## config.mk

```make
export PLATFORM = sky130hd
export DESIGN_NAME = sdram_arbit
export DESIGN_NICKNAME = d
export VERILOG_FILES = /design/src/rtl/sdram_arbit.sv
export SDC_FILE = /design/constraint.sdc
export NUM_CORES = 1
export LEC_CHECK = 0
export CAP_MARGIN = 30
export CORE_UTILIZATION = 35
export CTS_CLUSTER_SIZE = 28
export DETAILED_ROUTE_END_ITERATION = 8
export HOLD_SLACK_MARGIN = 0.06
export PLACE_DENSITY = 0.71
export SLEW_MARGIN = 30
export SYNTH_ARGS = -nofsm -noshare
export SYNTH_HDL_FRONTEND = slang
export SYNTH_SLANG_ARGS = --single-unit
```

## constraint.sdc

```tcl
create_clock -name sclk -period 1.9 [get_ports sclk]
set_input_delay 0.285 -clock sclk [delete_from_list [all_inputs] [get_ports sclk]]
set_output_delay 0.285 -clock sclk [all_outputs]
set_load 0.01 [all_outputs]
```

## src/rtl/sdram_arbit.sv

```systemverilog
// SDRAM command-bus arbiter: sequences init, periodic auto-refresh and the
// write/read engines onto one registered command/address bus.
module sdram_arbit #(
  parameter int unsigned REF_PERIOD = 750,
  parameter int unsigned T_RC       = 7
) (
  input  logic        sclk,
  input  logic        reset,
  input  logic [3:0]  init_cmd,
  input  logic [11:0] init_addr,
  input  logic        flag_init_end,
  input  logic        wr_req,
  output logic        wr_en,
  input  logic        flag_wr_end,
  input  logic [3:0]  wr_cmd,
  input  logic [11:0] wr_addr,
  input  logic [1:0]  wr_bank_addr,
  input  logic        rd_req,
  output logic        rd_en,
  input  logic        flag_rd_end,
  input  logic [3:0]  rd_cmd,
  input  logic [11:0] rd_addr,
  input  logic [1:0]  rd_bank_addr,
  output logic        ref_req,
  output logic        ref_overrun,
  output logic        sdram_cke,
  output logic        sdram_cs_n,
  output logic        sdram_ras_n,
  output logic        sdram_cas_n,
  output logic        sdram_we_n,
  output logic [1:0]  sdram_bank,
  output logic [11:0] sdram_addr
);

  localparam int unsigned ACW = (T_RC < 2) ? 1 : $clog2(T_RC + 1);

  localparam logic [4:0] S_INIT  = 5'b00001;
  localparam logic [4:0] S_ARBIT = 5'b00010;
  localparam logic [4:0] S_AREF  = 5'b00100;
  localparam logic [4:0] S_WRITE = 5'b01000;
  localparam logic [4:0] S_READ  = 5'b10000;

  localparam logic [3:0] CMD_NOP  = 4'b0111;
  localparam logic [3:0] CMD_AREF = 4'b0001;

  localparam logic [10:0]    REF_LAST  = 11'(REF_PERIOD - 1);
  localparam logic [ACW-1:0] AREF_LAST = ACW'(T_RC);

  logic [4:0]     state_q, state_d;
  logic [ACW-1:0] aref_cnt_q, aref_cnt_d;
  logic [10:0]    ref_cnt_q, ref_cnt_d;
  logic           init_done_q, init_done_d;
  logic           ref_req_q, ref_req_d;
  logic           overrun_q, overrun_d;
  logic [3:0]     cmd_q, cmd_d;
  logic [11:0]    addr_q, addr_d;
  logic [1:0]     bank_q, bank_d;
  logic           cke_q;

  logic aref_issue;
  logic ref_wrap;

  assign aref_issue = (state_q == S_AREF) && (aref_cnt_q == '0);
  assign ref_wrap   = init_done_q && (ref_cnt_q == REF_LAST);

  always_comb begin
    state_d = state_q;
    case (state_q)
      S_INIT:  if (flag_init_end) state_d = S_ARBIT;
      S_ARBIT: begin
        if (ref_req_q)   state_d = S_AREF;
        else if (wr_req) state_d = S_WRITE;
        else if (rd_req) state_d = S_READ;
      end
      S_AREF:  if (aref_cnt_q == AREF_LAST) state_d = S_ARBIT;
      S_WRITE: if (flag_wr_end) state_d = S_ARBIT;
      S_READ:  if (flag_rd_end) state_d = S_ARBIT;
      default: state_d = S_INIT;
    endcase
  end

  always_comb begin
    aref_cnt_d = '0;
    if (state_q == S_AREF && aref_cnt_q != AREF_LAST) aref_cnt_d = aref_cnt_q + 1'b1;

    init_done_d = init_done_q | ((state_q == S_INIT) && flag_init_end);

    ref_cnt_d = '0;
    if (init_done_q && !ref_wrap) ref_cnt_d = ref_cnt_q + 11'd1;

    // A wrap coinciding with the AREF issue keeps the request pending.
    ref_req_d = ref_wrap | (ref_req_q & ~aref_issue);
    overrun_d = overrun_q | (ref_wrap & ref_req_q);
  end

  always_comb begin
    cmd_d  = CMD_NOP;
    addr_d = '0;
    bank_d = '0;
    case (state_q)
      S_INIT: begin
        cmd_d  = init_cmd;
        addr_d = init_addr;
      end
      S_AREF: if (aref_issue) cmd_d = CMD_AREF;
      S_WRITE: begin
        cmd_d  = wr_cmd;
        addr_d = wr_addr;
        bank_d = wr_bank_addr;
      end
      S_READ: begin
        cmd_d  = rd_cmd;
        addr_d = rd_addr;
        bank_d = rd_bank_addr;
      end
      default: ;
    endcase
  end

  always_ff @(posedge sclk or negedge reset) begin
    if (!reset) begin
      state_q     <= S_INIT;
      aref_cnt_q  <= '0;
      ref_cnt_q   <= '0;
      init_done_q <= 1'b0;
      ref_req_q   <= 1'b0;
      overrun_q   <= 1'b0;
      cmd_q       <= CMD_NOP;
      addr_q      <= '0;
      bank_q      <= '0;
      cke_q       <= 1'b0;
    end else begin
      state_q     <= state_d;
      aref_cnt_q  <= aref_cnt_d;
      ref_cnt_q   <= ref_cnt_d;
      init_done_q <= init_done_d;
      ref_req_q   <= ref_req_d;
      overrun_q   <= overrun_d;
      cmd_q       <= cmd_d;
      addr_q      <= addr_d;
      bank_q      <= bank_d;
      cke_q       <= 1'b1;
    end
  end

  assign wr_en       = (state_q == S_WRITE);
  assign rd_en       = (state_q == S_READ);
  assign ref_req     = ref_req_q;
  assign ref_overrun = overrun_q;
  assign sdram_cke   = cke_q;
  assign {sdram_cs_n, sdram_ras_n, sdram_cas_n, sdram_we_n} = cmd_q;
  assign sdram_bank  = bank_q;
  assign sdram_addr  = addr_q;

endmodule

```

==> metrics.md, run 1 <==
| Metric | Value |
|---|---|
| Core Region | `~5200 um^2` |
| Hold Path Class | `in -> async` |
| TritonCTS clock tree | `done` |
| Warnings from Yosys | `0` |
| Worst path required time | `between 2000 and 2500 ps` |
| Inserted Diodes | `0` |
| Status | `complete, no violations` |
| Die W | `between 70 and 80 um` |
| WL final | `just under 5000 um` |
| Max Cap Viol | `0` |
| DR pass1 iterations | `4` |
| Crit path DAT | `1980 ps` |
| Starting density of the core | `0.370` |
| Clk pin slew, worst setup/hold paths | `70 ps` |
| Worst setup SP type | `flop` |
| Crit path cell chain | `buf_4, or3_1, or3_4, o2111a_1, o21a_1` |
| H-tree depth | `2` |
| Most common cell in the synthesized netlist | `dfrtp_1` |
| IO Port Bufs | `between 80 and 90` |
| Deepest clock path buffer count | `2` |
| Gr usage total | `0.182` |
| Period utilisation layout | `0.952` |
| Initial antenna violation count | `0` |
| Placed inst area | `2860 um^2` |
| Sequential area share after synthesis | `0.536` |
| Fill cell count | `between 400 and 500` |
| Fin area | `approximately 3000 um^2` |
| Top post-synthesis cells by count | `37 x dfrtp_1, 21 x nor2_1, 20 x inv_1` |
| RSZ-0062 raised after global routing | `no` |
| Number of enable flip-flop cells after synthesis | `0` |
| Setup-failing EPs final | `0` |
| Post-synthesis average cell area | `between 10 and 15 um^2` |
| Worst slew pin tran | `506 ps` |
| Instance count of the mapped netlist | `184` |
| Post-DRT Antenna Nets | `0` |
| Clk sinks | `slightly above 40` |
| Synthesized net count | `~250` |
| Congestion Overflow GR | `0` |
| Area leader, netlist | `dfrtp_1` |
| Final min period | `about 1800 ps` |
| Final hold viol count | `0` |
| Initial DRC Count | `156` |
| Clk_lat worst skew | `between 200 and 300 ps` |
| Critical Path Sink Type | `flop` |
| Class of the most critical setup path | `reg -> reg` |
| FF-to-FF path depth | `5` |
| Num CTS Buffers | `5` |
| R2R Path End | `state_q[4]$_DFFE_PN0P_` |
| Layout cells sized above 1 | `0.101` |
| Die area | `~5800 um^2` |
| Slew HR | `0.662` |
| CP max-delay cell | `or3_4` |
| Top cell type's share of synthesized area | `0.481` |
| Routed vias | `roughly 1,700` |
| Fin worst setup slack | `~90 ps` |
| Leak | `roughly 1.4 nW` |
| Syn Std Cell Area | `about 1900 um^2` |
| CP peak stage delay | `about 440 ps` |
| First-pass GRT wire length | `8310 um` |
| Post-DP HPWL | `around 3700 um` |
| Die height | `76.2 um` |
| PD cells | `1130 nW/um^2` |
| Remaining DRCs | `0` |
| Setup TNS | `0 ps` |
| Netlist cell types | `between 40 and 50` |
| Area Overhead vs Synth | `54.0%` |
| WL/cell | `about 14 um` |
| Synth area leaders | `dfrtp_1 48%, a222oi_1 7.8%, dfstp_2 5.5%` |
| R2R Setup Slk | `90 ps` |
| Buf/Inv on CP | `1` |
| Cts hold-fix bufs | `0` |
| I/O pin total | `82` |
| Clock Tree Root | `clkbuf_8` |
| Top_reg_cell synth | `dfrtp_1` |
| Core Rows | `26` |
| Worst VDD drop | `~0.50 mV` |
| FF-to-FF Start | `state_q[0]$_DFFE_PN1P_` |
| Highest net fanout along the worst path | `9` |
| Final weighted congestion in routability-driven placement | `around 0.83` |
| Post-DR vias/cell | `~5.0` |
| Fmax | `around 550 MHz` |
| Setup Skew | `roughly 4.1 ps` |
| Number of synthesized register bits | `roughly 40` |
| Final nets | `between 300 and 400` |
| Ys async rst share | `1.00` |
| Pre-CTS WS | `83.1 ps` |
| Slew Viols, Final | `0` |
| Number of global-route vias before repair | `~1,700` |
| Largest net degree at the start of global routing | `42` |
| Cell family with most CP delay | `simple AND/OR/NAND/NOR gates` |
flip-flops by register name, indices dropped and copies added (netlist names):
signal	cells
aref_cnt_q	3
cmd_q	4
init_done_q	1
ref_cnt_q	11
ref_overrun	1
ref_req	1
sdram_addr	12
sdram_bank	2
sdram_cke	1
state_q	5
layer usage:
layer  up-vias  wire, um  GRT usage
li1        840         -          -
met1       823      2350      0.240
met3         4       270     0.0455
met5         -         0          0
met2        54      2290      0.296
met4         0        48     0.0519
worst max-delay path by stage:
stage,slack (ps),cells after the start,endpoint,from
floorplan,60,7,state_q[4]$_DFFE_PN0P_,state_q[4]$_DFFE_PN0P_
global placement,120,4,state_q[4]$_DFFE_PN0P_,state_q[3]$_DFFE_PN0P_
detailed placement,80,4,state_q[4]$_DFFE_PN0P_,state_q[3]$_DFFE_PN0P_
CTS,30,5,state_q[4]$_DFFE_PN0P_,state_q[0]$_DFFE_PN1P_
global route,20,5,state_q[4]$_DFFE_PN0P_,state_q[0]$_DFFE_PN1P_
finish,90,5,state_q[4]$_DFFE_PN0P_,state_q[0]$_DFFE_PN1P_
report_power, final:
part | internal [mW] | leakage (nW) | switching, mW
sequential | 1.17 | 0.525 | 0.166
combinational | 0.761 | 0.797 | 0.677
clock | 0.296 | 0.0455 | 0.271
kinds of logic after synthesis:
kind of cell	Yosys count	synth area share
simple gates	62	0.164
flops	41	0.536
compound gates	33	0.149
buf+inv	31	0.0657
xor+xnor	9	0.0410
fa+ha+maj	5	0.0325
mux	2	0.0104
other cells	1	0.00195
worst register-to-register path, cell delays in order, from the launching register on:
cell and delay [ps]:
dfstp_2 390, buf_4 160, or3_1 410, or3_4 440
o2111a_1 160, o21a_1 160
cell usage in the layout, fill, tap and decap left out, types with 2 or more instances in the layout:
| master | Yosys | routed |
|---|---|---|
| a222oi_1 | 15 | 15 |
| a22o_1 | 3 | 3 |
| and3_1 | 4 | 4 |
| buf_4 | 0 | 13 |
| clkbuf_1 | 6 | 2 |
| clkbuf_8 | 0 | 6 |
| clkdlybuf4s50_1 | 0 | 78 |
| dfrtp_1 | 37 | 37 |
| dfstp_2 | 4 | 4 |
| dlygate4sd2_1 | 0 | 2 |
| ha_1 | 5 | 5 |
| inv_1 | 20 | 20 |
| mux2i_1 | 2 | 2 |
| nand2_1 | 7 | 7 |
| nand2b_1 | 4 | 4 |
| nand3_1 | 8 | 8 |
| nand4_1 | 4 | 4 |
| nor2_1 | 21 | 20 |
| nor3_1 | 2 | 2 |
| nor3b_1 | 2 | 2 |
| nor4_1 | 2 | 2 |
| o211ai_1 | 2 | 2 |
| o21ai_0 | 4 | 4 |
| or4_1 | 2 | 2 |
| xor2_1 | 8 | 8 |
final cells by class:
class | instances | area, um^2 | area share
inverter | 21 | 78.8 | 0.0266
timing repair buffer | 94 | 901 | 0.304
clock buffer | 8 | 90.1 | 0.0304
sequential | 41 | 1030 | 0.348
tap | 70 | 87.6 | 0.0296
multi-input combinational | 112 | 774 | 0.261
what timing repair did:
action | 4_1_cts | 5_1_grt
endpoints found under the setup margin | 2 | 1
setup buffers | 1 | 0
gates resized for setup | 3 | 1
endpoints found under the hold margin | 0 | 0
per-stage QoR:
| step | power, mW | util | hold slack [ps] | std cells |
|---|---|---|---|---|
| after floorplan | 2.07 | - | -10.6 | 184 |
| after global placement | 2.74 | 0.550 | 382 | 337 |
| after detailed placement | 2.78 | 0.550 | 379 | 337 |
| after CTS | 3.37 | 0.568 | 70.7 | 346 |
| after global routing | 3.58 | 0.569 | 97.4 | 346 |
| final | 3.34 | 0.569 | 56.2 | 346 |
Power figures use the tool's default switching activity.
==> run 2: changes to the inputs <==
--- a/config.mk
+++ b/config.mk
@@ -11,6 +11,8 @@
 export DETAILED_ROUTE_END_ITERATION = 8
 export HOLD_SLACK_MARGIN = 0.06
 export PLACE_DENSITY = 0.71
+export SETUP_SLACK_MARGIN = 0.4
+export SKIP_LAST_GASP = 1
 export SLEW_MARGIN = 30
 export SYNTH_ARGS = -nofsm -noshare
 export SYNTH_HDL_FRONTEND = slang
==> constraint.sdc (replaced) <==
create_clock -name sclk -period 1.9 [get_ports sclk]
set_input_delay 0.285 -clock sclk [delete_from_list [all_inputs] [get_ports sclk]]
set_output_delay 0.285 -clock sclk [all_outputs]
set_load 0.005 [all_outputs]
==> run 2 against run 1 <==
Against the previous run:
- clock skew increased by 0.93 ps
- register-to-register slack improved by 170 ps
- non-clock buffer count up 17
- cell count increased by 4.6%
- die area is the same
- clock power grew 20%
- first-iteration DRC count grew 3.2%
- critical endpoint unchanged
- largest power group unchanged
- highest routed layer unchanged
==> metrics.md, run 2 (synthesized netlist as in run 1, its figures left out) <==
| Metric | Value |
|---|---|
| Status | `complete, no violations` |
| Routed vias | `1,880 (+9.2%)` |
| First-pass GRT wire length | `8630 um (+3.7%)` |
| Die height | `76.2 um (unchanged)` |
| R2R Path End | `state_q[4]$_DFFE_PN0P_` |
| Setup Skew | `5.08 ps (+0.935 ps)` |
| Post-DRT Antenna Nets | `0 (unchanged)` |
| R2R Setup Slk | `260 ps (+170 ps)` |
| Fill cell count | `425 (-7.2%)` |
| Post-DR vias/cell | `5.19 (+4.4%)` |
| Finished Core Util | `0.630 (+0.0606)` |
| Clock Tree Root | `clkbuf_8` |
| Critical Path Sink | `state_q[4]$_DFFE_PN0P_` |
| Area Overhead vs Synth | `70.4%` |
| Clk pin slew, worst setup/hold paths | `80 ps (about the same)` |
| Final nets | `356 (+5.0%)` |
| Final hold viol count | `0 (unchanged)` |
| FF-to-FF Start | `state_q[3]$_DFFE_PN0P_` |
| RSZ-0062 raised after global routing | `yes` |
| Period utilisation layout | `0.864 (-0.0877)` |
| TritonCTS clock tree | `done` |
| Slew Viols, Final | `0 (unchanged)` |
| Die area | `5800 um^2 (unchanged)` |
| Clk sinks | `41 (unchanged)` |
| IO Port Bufs | `81 (unchanged)` |
| Leak | `1.51 nW (+10%)` |
| Fmax | `609 MHz (+10%)` |
| H-tree depth | `2 (unchanged)` |
| Critical Path Sink Type | `flop` |
| Die W | `76.2 um (unchanged)` |
| I/O pin total | `82 (unchanged)` |
| FF-to-FF path depth | `4 (-1)` |
| Origin of the worst setup path | `state_q[3]$_DFFE_PN0P_` |
| Num CTS Buffers | `5 (unchanged)` |
| Area of the multi-input gates | `856 um^2 (+11%)` |
| Gr usage total | `0.192 (+0.00974)` |
| Core Region | `5200 um^2 (unchanged)` |
| Worst VDD drop | `0.977 mV (+95%)` |
| Layout cells sized above 1 | `0.202 (+0.101)` |
| DR pass1 iterations | `7 (+3)` |
| Worst setup SP type | `flop` |
| Remaining DRCs | `0 (unchanged)` |
| Final min period | `1640 ps (-167 ps)` |
| Class of the most critical setup path | `reg -> reg` |
| PD cells | `1120 nW/um^2 (-0.50%)` |
| Number of global-route vias before repair | `1,746 (+1.5%)` |
| Setup-failing EPs final | `0 (unchanged)` |
| Max FFs per register | `12 (unchanged)` |
| Clk_lat worst skew | `290 ps (about the same)` |
| Highest net fanout along the worst path | `6 (-3)` |
| Deepest clock path buffer count | `2 (unchanged)` |
| Hold Path Class | `in -> async` |
| Final weighted congestion in routability-driven placement | `0.784 (-6.0%)` |
| Inserted Diodes | `0 (unchanged)` |
| Commonest non-fill, non-tap cell in the layout | `clkdlybuf4s50_1` |
| Sequential Area | `1030 um^2 (unchanged)` |
| Post-DP HPWL | `3830 um (+2.6%)` |
| Largest net degree at the start of global routing | `20 (-52%)` |
| Core Rows | `26 (unchanged)` |
| Worst path required time | `2080 ps (about the same)` |
| Crit path DAT | `1830 ps (-150 ps)` |
| Initial DRC Count | `161 (+3.2%)` |
| Most frequent cells in the layout | `74 x clkdlybuf4s50_1, 37 x dfrtp_1, 20 x buf_4` |
| Initial antenna violation count | `0 (unchanged)` |
| WL final | `5880 um (+19%)` |
| Setup TNS | `0 ps (unchanged)` |
| WL/cell | `16.2 um (+13%)` |
| Starting density of the core | `0.370 (unchanged)` |
| Max Cap Viol | `0 (unchanged)` |
| Congestion Overflow GR | `0 (unchanged)` |
## run 2: cell type report
class | count | share of cell area
tap | 70 | 0.0267
clock inverter | 2 | 0.0107
timing repair buffer | 111 | 0.340
clock buffer | 5 | 0.0210
inverter | 21 | 0.0263
sequential | 41 | 0.315
multi-input combinational | 112 | 0.261
## run 2: layer usage
metal	up-vias	GRT usage	part of all wire
li1	881	-	-
met1	928	0.242	0.42
met2	65	0.326	0.52
met3	6	0.0299	0.046
met4	0	0.0808	0.014
met5	-	0	0
## run 2: what timing repair did
action	CTS	global route
gates resized for setup	25	21
hold buffers	1	0
pin swaps	7	6
endpoints found under the hold margin	9	0
setup buffers	9	5
setup endpoints to repair	39	35
gates cloned	0	2
## run 2: worst min-delay path by stage
stage | from | end | slack [ps] | cells past startpoint
after global routing | reset | state_q[1]$_DFFE_PN0P_ | 450 | 2
after CTS | reset | state_q[1]$_DFFE_PN0P_ | 410 | 2
after detailed placement | reset | ref_cnt_q[6]$_DFF_PN0_ | 200 | 1
after global placement | reset | ref_cnt_q[6]$_DFF_PN0_ | 190 | 1
after floorplan | reset | aref_cnt_q[0]$_DFF_PN0_ | -10 | 0
final | reset | state_q[1]$_DFFE_PN0P_ | 410 | 2
## run 2: critical path: stages (launching register included)
cell and delay [ps]:
dfrtp_1 390, or3_4 430, or3_4 410, o2111a_1 130
o21a_1 160
## run 2: power by group
part	internal (mW)	switching, mW	total, mW
combinational	0.927	0.746	1.67
clock	0.382	0.296	0.678
sequential	1.17	0.158	1.32
## run 2: stage by stage
stage | area, um^2 | total power, mW | instances | setup WS, ps | hold WS (ps)
after CTS | 3120 | 3.52 | 355 | 270 | 413
after detailed placement | 2880 | 2.72 | 338 | 77.9 | 196
after global routing | 3280 | 3.93 | 362 | 202 | 447
final | 3280 | 3.67 | 362 | 259 | 409
after floorplan | 1960 | 2.04 | 184 | 103 | -10.6
after global placement | 2880 | 2.69 | 338 | 114 | 192
==> run 3: changes to the inputs <==
--- a/config.mk
+++ b/config.mk
@@ -9,6 +9,7 @@
 export CORE_UTILIZATION = 35
 export CTS_CLUSTER_SIZE = 28
 export DETAILED_ROUTE_END_ITERATION = 8
+export GPL_ROUTABILITY_DRIVEN = 0
 export HOLD_SLACK_MARGIN = 0.06
 export PLACE_DENSITY = 0.71
 export SETUP_SLACK_MARGIN = 0.4
==> results of run 3 <==
The final DEF is identical to that of run 2; final timing and power are the same.
